## config.mk

```make
export PLATFORM = sky130hd
export DESIGN_NAME = alu_writeback_stage_flat
export DESIGN_NICKNAME = d
export VERILOG_FILES = /design/src/rtl/alu_writeback_stage_pkg.sv /design/src/rtl/alu_writeback_stage_if.sv /design/src/rtl/alu_writeback_stage_regfile.sv /design/src/rtl/alu_writeback_stage.sv /design/src/flat_wrapper.sv
export SDC_FILE = /design/constraint.sdc
export NUM_CORES = 1
export LEC_CHECK = 0
export CORE_UTILIZATION = 50
export CTS_CLUSTER_DIAMETER = 80
export DETAILED_ROUTE_END_ITERATION = 10
export GPL_TIMING_DRIVEN = 1
export PLACE_DENSITY_LB_ADDON = 0.05
export SYNTH_ARGS = -nofsm -noshare
export SYNTH_HDL_FRONTEND = slang
export SYNTH_SLANG_ARGS = --single-unit
```

## constraint.sdc

```tcl
create_clock -name clk -period 5.3 [get_ports clk]
set_clock_uncertainty 0.05 [all_clocks]
set_input_delay 1.325 -clock clk [delete_from_list [all_inputs] [get_ports clk]]
set_output_delay 1.325 -clock clk [all_outputs]
set_load 0.01 [all_outputs]
```

## src/rtl/alu_writeback_stage_pkg.sv

```systemverilog
`default_nettype none
// ============================================================================
//  Package   : alu_wb_pkg
//  Purpose   : Shared constants, flag layout and helpers for the ALU
//              writeback stage and its register file.
//  Revision  : 1.0  initial release
// ============================================================================
package alu_wb_pkg;

  // Bit positions of the condition flags inside the 4-bit flags word.
  localparam int FLAG_Z = 3;
  localparam int FLAG_N = 2;
  localparam int FLAG_C = 1;
  localparam int FLAG_V = 0;
  localparam int FLAGS_W = 4;

  // Width of the saturating commit counter.
  localparam int WB_COUNT_W = 8;

  // Register count used when the instantiating level does not override it.
  localparam int DEFAULT_NREGS = 4;

  typedef logic [FLAGS_W-1:0] flags_t;

  // Address width for a register file of n entries; a single-entry file
  // still gets one address bit so vectors never collapse to zero width.
  function automatic int addr_width(input int n);
    return (n > 1) ? $clog2(n) : 1;
  endfunction

  // Assemble the flags word from its individual conditions.
  function automatic flags_t pack_flags(input logic z, input logic n,
                                        input logic c, input logic v);
    flags_t f;
    f         = '0;
    f[FLAG_Z] = z;
    f[FLAG_N] = n;
    f[FLAG_C] = c;
    f[FLAG_V] = v;
    return f;
  endfunction

endpackage
`default_nettype wire

```

## src/rtl/alu_writeback_stage_if.sv

```systemverilog
`default_nettype none
// ============================================================================
//  Interface : alu_writeback_stage_if
//  Purpose   : Upstream result handshake into the writeback stage: the
//              arithmetic result, its side flags and the write controls.
//  Revision  : 1.0  initial release
// ============================================================================
interface alu_writeback_stage_if
  import alu_wb_pkg::*;
#(
  parameter int WIDTH = 4,
  parameter int NREGS = DEFAULT_NREGS
);

  localparam int AW = addr_width(NREGS);

  logic             in_valid;
  logic             in_ready;
  logic [WIDTH-1:0] in_result;
  logic             in_carry;
  logic             in_overflow;
  logic [AW-1:0]    in_dest;
  logic             in_wen;
  logic             in_flag_en;

  // Arithmetic stage side: presents results, observes ready.
  modport master (
    output in_valid, in_result, in_carry, in_overflow, in_dest, in_wen, in_flag_en,
    input  in_ready
  );

  // Writeback stage side: accepts results, drives ready.
  modport slave (
    input  in_valid, in_result, in_carry, in_overflow, in_dest, in_wen, in_flag_en,
    output in_ready
  );

endinterface
`default_nettype wire

```

## src/rtl/alu_writeback_stage_regfile.sv

```systemverilog
`default_nettype none
// ============================================================================
//  Module    : alu_regfile
//  Purpose   : NREGS x WIDTH register file, one write port, two combinational
//              read ports with same-cycle write-to-read bypass.
//  Revision  : 1.0  initial release
// ============================================================================
module alu_regfile
  import alu_wb_pkg::*;
#(
  parameter int WIDTH = 4,
  parameter int NREGS = DEFAULT_NREGS,
  parameter int AW    = addr_width(NREGS)
) (
  input  wire logic             clk,
  input  wire logic             rst,
  input  wire logic             i_we,
  input  wire logic [AW-1:0]    i_waddr,
  input  wire logic [WIDTH-1:0] i_wdata,
  input  wire logic [AW-1:0]    i_raddr_a,
  input  wire logic [AW-1:0]    i_raddr_b,
  output logic      [WIDTH-1:0] o_rdata_a,
  output logic      [WIDTH-1:0] o_rdata_b
);

  logic [WIDTH-1:0] r_regs [NREGS];

  // Addresses beyond NREGS-1 exist only when NREGS is not a power of two;
  // writes to them are dropped and reads of them return zero.
  logic w_waddr_ok;
  logic w_raddr_a_ok;
  logic w_raddr_b_ok;
  logic w_write;

  assign w_waddr_ok   = (int'(i_waddr)   < NREGS);
  assign w_raddr_a_ok = (int'(i_raddr_a) < NREGS);
  assign w_raddr_b_ok = (int'(i_raddr_b) < NREGS);
  assign w_write      = i_we && w_waddr_ok;

  // Storage: cleared on reset, written on a valid in-range write.
  always_ff @(posedge clk) begin
    if (rst) begin
      for (int i = 0; i < NREGS; i++) begin
        r_regs[i] <= '0;
      end
    end else if (w_write) begin
      r_regs[i_waddr] <= i_wdata;
    end
  end

  // Read ports: a write landing on this edge is forwarded to matching reads.
  always_comb begin
    o_rdata_a = '0;
    o_rdata_b = '0;
    if (w_write && (i_raddr_a == i_waddr)) begin
      o_rdata_a = i_wdata;
    end else if (w_raddr_a_ok) begin
      o_rdata_a = r_regs[i_raddr_a];
    end
    if (w_write && (i_raddr_b == i_waddr)) begin
      o_rdata_b = i_wdata;
    end else if (w_raddr_b_ok) begin
      o_rdata_b = r_regs[i_raddr_b];
    end
  end

endmodule
`default_nettype wire

```

## src/rtl/alu_writeback_stage.sv

```systemverilog
`default_nettype none
// ============================================================================
//  Module    : alu_writeback_stage
//  Purpose   : Single-entry writeback stage behind an ALU. Captures a result,
//              commits it to the register file and flags when downstream is
//              not stalled, tracks sticky overflow and counts commits.
//  Revision  : 1.0  initial release
// ============================================================================
module alu_writeback_stage
  import alu_wb_pkg::*;
#(
  parameter int WIDTH = 4,
  parameter int NREGS = DEFAULT_NREGS
) (
  input  wire logic                            clk,
  input  wire logic                            rst,
  alu_writeback_stage_if.slave                 up,
  input  wire logic                            stall,
  input  wire logic                            clr_sticky,
  input  wire logic [addr_width(NREGS)-1:0]    rd_addr_a,
  input  wire logic [addr_width(NREGS)-1:0]    rd_addr_b,
  output logic      [WIDTH-1:0]                rd_data_a,
  output logic      [WIDTH-1:0]                rd_data_b,
  output logic      [FLAGS_W-1:0]              flags,
  output logic                                 sticky_v,
  output logic                                 wb_valid,
  output logic      [addr_width(NREGS)-1:0]    wb_dest,
  output logic      [WB_COUNT_W-1:0]           wb_count
);

  localparam int AW = addr_width(NREGS);

  // Stage entry.
  logic             r_stage_valid;
  logic [WIDTH-1:0] r_result;
  logic             r_carry;
  logic             r_overflow;
  logic [AW-1:0]    r_dest;
  logic             r_wen;
  logic             r_flag_en;

  // Architectural outputs.
  flags_t                r_flags;
  logic                  r_sticky_v;
  logic                  r_wb_valid;
  logic [AW-1:0]         r_wb_dest;
  logic [WB_COUNT_W-1:0] r_wb_count;

  logic w_in_ready;
  logic w_capture;
  logic w_commit;
  logic w_rf_we;

  // The slot is free when empty or when its occupant leaves on this edge,
  // which lets a new result follow directly behind a committing one.
  assign w_in_ready = !r_stage_valid || !stall;
  assign w_capture  = up.in_valid && w_in_ready;
  assign w_commit   = r_stage_valid && !stall;
  assign w_rf_we    = w_commit && r_wen;

  assign up.in_ready = w_in_ready;

  // Stage slot: load on capture, empty on a commit with nothing arriving.
  always_ff @(posedge clk) begin
    if (rst) begin
      r_stage_valid <= 1'b0;
      r_result      <= '0;
      r_carry       <= 1'b0;
      r_overflow    <= 1'b0;
      r_dest        <= '0;
      r_wen         <= 1'b0;
      r_flag_en     <= 1'b0;
    end else if (w_capture) begin
      r_stage_valid <= 1'b1;
      r_result      <= up.in_result;
      r_carry       <= up.in_carry;
      r_overflow    <= up.in_overflow;
      r_dest        <= up.in_dest;
      r_wen         <= up.in_wen;
      r_flag_en     <= up.in_flag_en;
    end else if (w_commit) begin
      r_stage_valid <= 1'b0;
    end
  end

  // Condition flags: refreshed only by commits that carry flag_en.
  always_ff @(posedge clk) begin
    if (rst) begin
      r_flags <= '0;
    end else if (w_commit && r_flag_en) begin
      r_flags <= pack_flags(r_result == '0, r_result[WIDTH-1], r_carry, r_overflow);
    end
  end

  // Sticky overflow: a new overflow outranks a clear on the same edge.
  always_ff @(posedge clk) begin
    if (rst) begin
      r_sticky_v <= 1'b0;
    end else if (w_commit && r_flag_en && r_overflow) begin
      r_sticky_v <= 1'b1;
    end else if (clr_sticky) begin
      r_sticky_v <= 1'b0;
    end
  end

  // Commit reporting: one-cycle pulse, last destination, saturating count.
  always_ff @(posedge clk) begin
    if (rst) begin
      r_wb_valid <= 1'b0;
      r_wb_dest  <= '0;
      r_wb_count <= '0;
    end else begin
      r_wb_valid <= w_commit;
      if (w_commit) begin
        r_wb_dest <= r_dest;
        if (r_wb_count != '1) begin
          r_wb_count <= r_wb_count + 1'b1;
        end
      end
    end
  end

  alu_regfile #(
    .WIDTH (WIDTH),
    .NREGS (NREGS),
    .AW    (AW)
  ) u_regfile (
    .clk       (clk),
    .rst       (rst),
    .i_we      (w_rf_we),
    .i_waddr   (r_dest),
    .i_wdata   (r_result),
    .i_raddr_a (rd_addr_a),
    .i_raddr_b (rd_addr_b),
    .o_rdata_a (rd_data_a),
    .o_rdata_b (rd_data_b)
  );

  assign flags    = r_flags;
  assign sticky_v = r_sticky_v;
  assign wb_valid = r_wb_valid;
  assign wb_dest  = r_wb_dest;
  assign wb_count = r_wb_count;

endmodule
`default_nettype wire

```

## src/flat_wrapper.sv

```systemverilog
// flat-port wrapper written by rule: the top's interface ports become plain ports
module alu_writeback_stage_flat import alu_wb_pkg::*;
#(
  parameter int WIDTH = 4,
  parameter int NREGS = DEFAULT_NREGS
)
  (clk, rst, stall, clr_sticky, rd_addr_a, rd_addr_b, rd_data_a, rd_data_b, flags, sticky_v, wb_valid, wb_dest, wb_count, up_in_valid, up_in_result, up_in_carry, up_in_overflow, up_in_dest, up_in_wen, up_in_flag_en, up_in_ready);
  alu_writeback_stage_if #(.WIDTH(WIDTH), .NREGS(NREGS)) up_i ();
  input  wire logic clk;
  input  wire logic rst;
  input  wire logic stall;
  input  wire logic clr_sticky;
  input  wire logic [addr_width(NREGS)-1:0] rd_addr_a;
  input  wire logic [addr_width(NREGS)-1:0] rd_addr_b;
  output logic      [WIDTH-1:0] rd_data_a;
  output logic      [WIDTH-1:0] rd_data_b;
  output logic      [FLAGS_W-1:0] flags;
  output logic sticky_v;
  output logic wb_valid;
  output logic      [addr_width(NREGS)-1:0] wb_dest;
  output logic      [WB_COUNT_W-1:0] wb_count;
  input wire logic [$bits(up_i.in_valid)-1:0] up_in_valid;
  input wire logic [$bits(up_i.in_result)-1:0] up_in_result;
  input wire logic [$bits(up_i.in_carry)-1:0] up_in_carry;
  input wire logic [$bits(up_i.in_overflow)-1:0] up_in_overflow;
  input wire logic [$bits(up_i.in_dest)-1:0] up_in_dest;
  input wire logic [$bits(up_i.in_wen)-1:0] up_in_wen;
  input wire logic [$bits(up_i.in_flag_en)-1:0] up_in_flag_en;
  output wire logic [$bits(up_i.in_ready)-1:0] up_in_ready;
  assign up_i.in_valid = up_in_valid;
  assign up_i.in_result = up_in_result;
  assign up_i.in_carry = up_in_carry;
  assign up_i.in_overflow = up_in_overflow;
  assign up_i.in_dest = up_in_dest;
  assign up_i.in_wen = up_in_wen;
  assign up_i.in_flag_en = up_in_flag_en;
  assign up_in_ready = up_i.in_ready;
  alu_writeback_stage #(.WIDTH(WIDTH), .NREGS(NREGS)) u_core (.clk(clk), .rst(rst), .up(up_i), .stall(stall), .clr_sticky(clr_sticky), .rd_addr_a(rd_addr_a), .rd_addr_b(rd_addr_b), .rd_data_a(rd_data_a), .rd_data_b(rd_data_b), .flags(flags), .sticky_v(sticky_v), .wb_valid(wb_valid), .wb_dest(wb_dest), .wb_count(wb_count));
endmodule
```

==> summary.md <==
| Metric | Value |
|---|---|
| Dpl hpwl | `3.36 mm` |
| Crit path required time | `3.92 ns` |
| Number of synthesized flops with an enable pin | `16` |
| Drt total wl | `4.67 mm` |
| GRT Total Usage | `22.4%` |
| CP arrival | `3.30 ns` |
| Register-to-Register Path Depth | `3` |
| Crit Path Class | `primary input to primary output` |
| Synth top area share | `24.4%` |
| Crit path max fanout | `5` |
| Register area share after synthesis | `46.2%` |
| Yosys cell types | `44` |
| Post-synth top cells | `dfxtp_1, nand2_1, a21oi_1` |
| DRC | `0` |
| Reg-to-reg endpoint | `u_core.u_regfile.r_regs[0][3]` |
| Inserted Clock Buffers | `5` |
| Drt pass-1 iters | `4` |
| Die ar. | `0.00469 mm2` |
| Mapped Cells | `198` |
| Synth Cell Area | `0.00221 mm2` |
| Initial Util | `53.8%` |
| Total gr overflow | `0` |
| Largest net degree at the start of global routing | `33` |
| Worst hold path type | `flop to flop` |
| Detailed-route wire length per cell | `16.3 um` |
| CTS tree | `yes` |
| TritonCTS Sinks | `43` |
| LEAKAGE | `1.01 nW` |
| Syn_area_per_cell | `11.2 um2` |
| Area delta synth->final | `22.7%` |
| # resized after CTS | `0` |
| First DRT Iteration DRCs | `72` |
| VDD IR max | `0.134 mV` |
| Final Hold Vio Count | `0` |
| FILL cells | `304` |
| Pwr Density | `243 mW/mm2` |
| R2R Path Start | `u_core.r_stage_valid` |
| Routability cong. | `0.759` |
| Chip height | `68.5 um` |
| Fin crit share | `88.3%` |
| Worst Setup SP | `rd_addr_b[0]` |
| Net Count, Synth | `218` |
| Setup Buffers After CTS | `0` |
| CP peak stage delay | `0.66 ns` |
| Antenna-violating nets left | `0` |
| First-pass GRT wire length | `7.47 mm` |
| Largest cells by area after synthesis | `dfxtp_1, edfxtp_1, mux4_2, a21oi_1, nand2_1` |
| Max Transition Viols Final | `0` |
| CTS Root Cell | `clkbuf_8` |
| Setup Total Neg Slack | `0 ns` |
| Post-synth top flop | `dfxtp_1` |
| Maxcap violations | `0` |
| Initial antenna violation count | `0` |
| Worst R2R Setup Slack | `3.49 ns` |
| Share of layout cells above drive strength 1 | `14.8%` |
| Cell taking the most area after synthesis | `dfxtp_1` |
| Clk_lat worst skew | `0.29 ns` |
| Synthesized flop and latch total | `43` |
| Max Clk Rate | `0.214 GHz` |
| Total Nets Final | `256` |
| FP Rows | `23` |
| CP Cell Sequence | `clkdlybuf4s50_1 > mux4_2 > mux2_2 > clkdlybuf4s50_1` |
| Final min period | `4.68 ns` |
| Relative slew slack | `69.9%` |
| CTS HTree Levels | `2` |
| # IOs | `44` |
| CP endpoint kind | `primary output` |
| Reg clk slew, reported paths | `0.08 ns` |
| Slew @ Worst Pin | `0.449 ns` |
| Die width | `68.5 um` |
| Status | `completed` |
| Hold Path Stages | `2` |
| Startpoint types | `primary input` |
| CP Capture Point | `rd_data_b[2]` |
| Via count | `1659` |
| Via density | `5.78` |
| Cell with the most instances after synthesis | `dfxtp_1` |
| I/O Buffers | `43` |
| Hold-fix buffers at CTS | `0` |
| Ant. Diodes | `0` |
| Core area | `0.00412 mm2` |
| Core Util, Final | `65.9%` |
| CTS Buffer Depth | `2` |
| Unrepaired setup endpoints after global routing | `false` |
| Yosys warnings | `0` |
| Slowest cell on crit path | `clkdlybuf4s50_1` |
| Setup violators final | `0` |
| Vias in the first global route | `1564` |
| Most used cell, CP | `clkdlybuf4s50_1` |
| Async S/R FF share, synth | `0%` |
[metal layers]
layer / track usage (%) / part of all wire [%] / up-vias
li1: - / - / 796
met1: 27.6 / 41 / 804
met2: 37.3 / 52 / 49
met3: 5.76 / 5.4 / 10
met4: 8.85 / 1.9 / 0
met5: 0 / 0 / -
[flip-flops by register name, indices dropped and copies added, names as in the netlist]
signal                   flops
u_core.flags                 4
u_core.r_wen                 1
u_core.r_stage_valid         1
u_core.wb_valid              1
u_core.r_result              4
u_core.r_dest                2
u_core.u_regfile.r_regs     16
u_core.r_flag_en             1
u_core.wb_dest               2
u_core.wb_count              8
u_core.r_carry               1
u_core.sticky_v              1
u_core.r_overflow            1
[power by group]
group | internal, mW | switching [mW]
Sequential | 0.352 | 0.0149
Combinational | 0.0473 | 0.0342
Clock | 0.104 | 0.108
[critical path, delay by kind of cell]
family | cells | cell delay, ns
buf+inv | 2 | 1.15
mux | 2 | 0.83
[through the flow]
| step | instance area (um2) | instances | setup WS (ns) | power, mW | hold WS [ns] |
|---|---|---|---|---|---|
| 3_5_place_dp | 2620 | 279 | 0.613 | 0.456 | 0.399 |
| 3_3_place_gp | 2620 | 279 | 0.662 | 0.453 | 0.393 |
| 6_report | 2710 | 287 | 0.620 | 0.660 | 0.408 |
| 5_1_grt | 2710 | 287 | 0.525 | 0.690 | 0.437 |
| 2_1_floorplan | 2210 | 198 | 1.67 | 0.420 | 0.387 |
| 4_1_cts | 2710 | 287 | 0.608 | 0.666 | 0.410 |
[layout make-up]
type / count / area (um2) / share of cell area, %
Multi-Input combinational cell: 136 / 1070 / 39.5
Sequential cell: 43 / 1020 / 37.6
Timing Repair Buffer: 45 / 445 / 16.4
Clock buffer: 6 / 82.6 / 3.04
Tap cell: 50 / 62.6 / 2.31
Inverter: 5 / 18.8 / 0.692
Clock inverter: 2 / 11.3 / 0.415
[cell usage in the layout (no fill, tap or decap), types with 2 or more instances in the layout]
cell and count:
a211oi_1 2, a21oi_1 19, a41o_1 2, a41oi_1 2
and2_1 9, and3_1 5, and4_1 3, and4b_1 3
and4bb_2 2, buf_4 2, clkbuf_8 6, clkdlybuf4s50_1 43
dfxtp_1 27, edfxtp_1 16, inv_1 5, mux2_2 8
mux2i_1 4, mux4_2 8, nand2_1 25, nand2b_1 4
nand3_1 5, nor2_1 9, nor3_1 3, nor3_4 2
xor2_1 4
[logic make-up (layout without fill, tap and decap cells)]
kind of cell	Yosys count	after routing	share of synthesized area, %
buf+inv	19	58	5.37
fa+ha+maj	1	1	0.566
simple gates	79	79	22.1
compound gates	31	31	9.73
mux	21	21	14.5
flops	43	43	46.2
xor+xnor	4	4	1.58
[worst min path at each step]
stage | startpoint | slack [ns] | endpoint
2_1_floorplan | u_core.r_carry | 0.39 | u_core.r_carry
3_3_place_gp | u_core.flags[0] | 0.39 | u_core.flags[0]
3_5_place_dp | u_core.flags[0] | 0.40 | u_core.flags[0]
4_1_cts | u_core.flags[0] | 0.41 | u_core.flags[0]
5_1_grt | u_core.flags[3] | 0.44 | u_core.flags[3]
6_report | u_core.flags[0] | 0.41 | u_core.flags[0]
(Power assumes the default switching activity.)
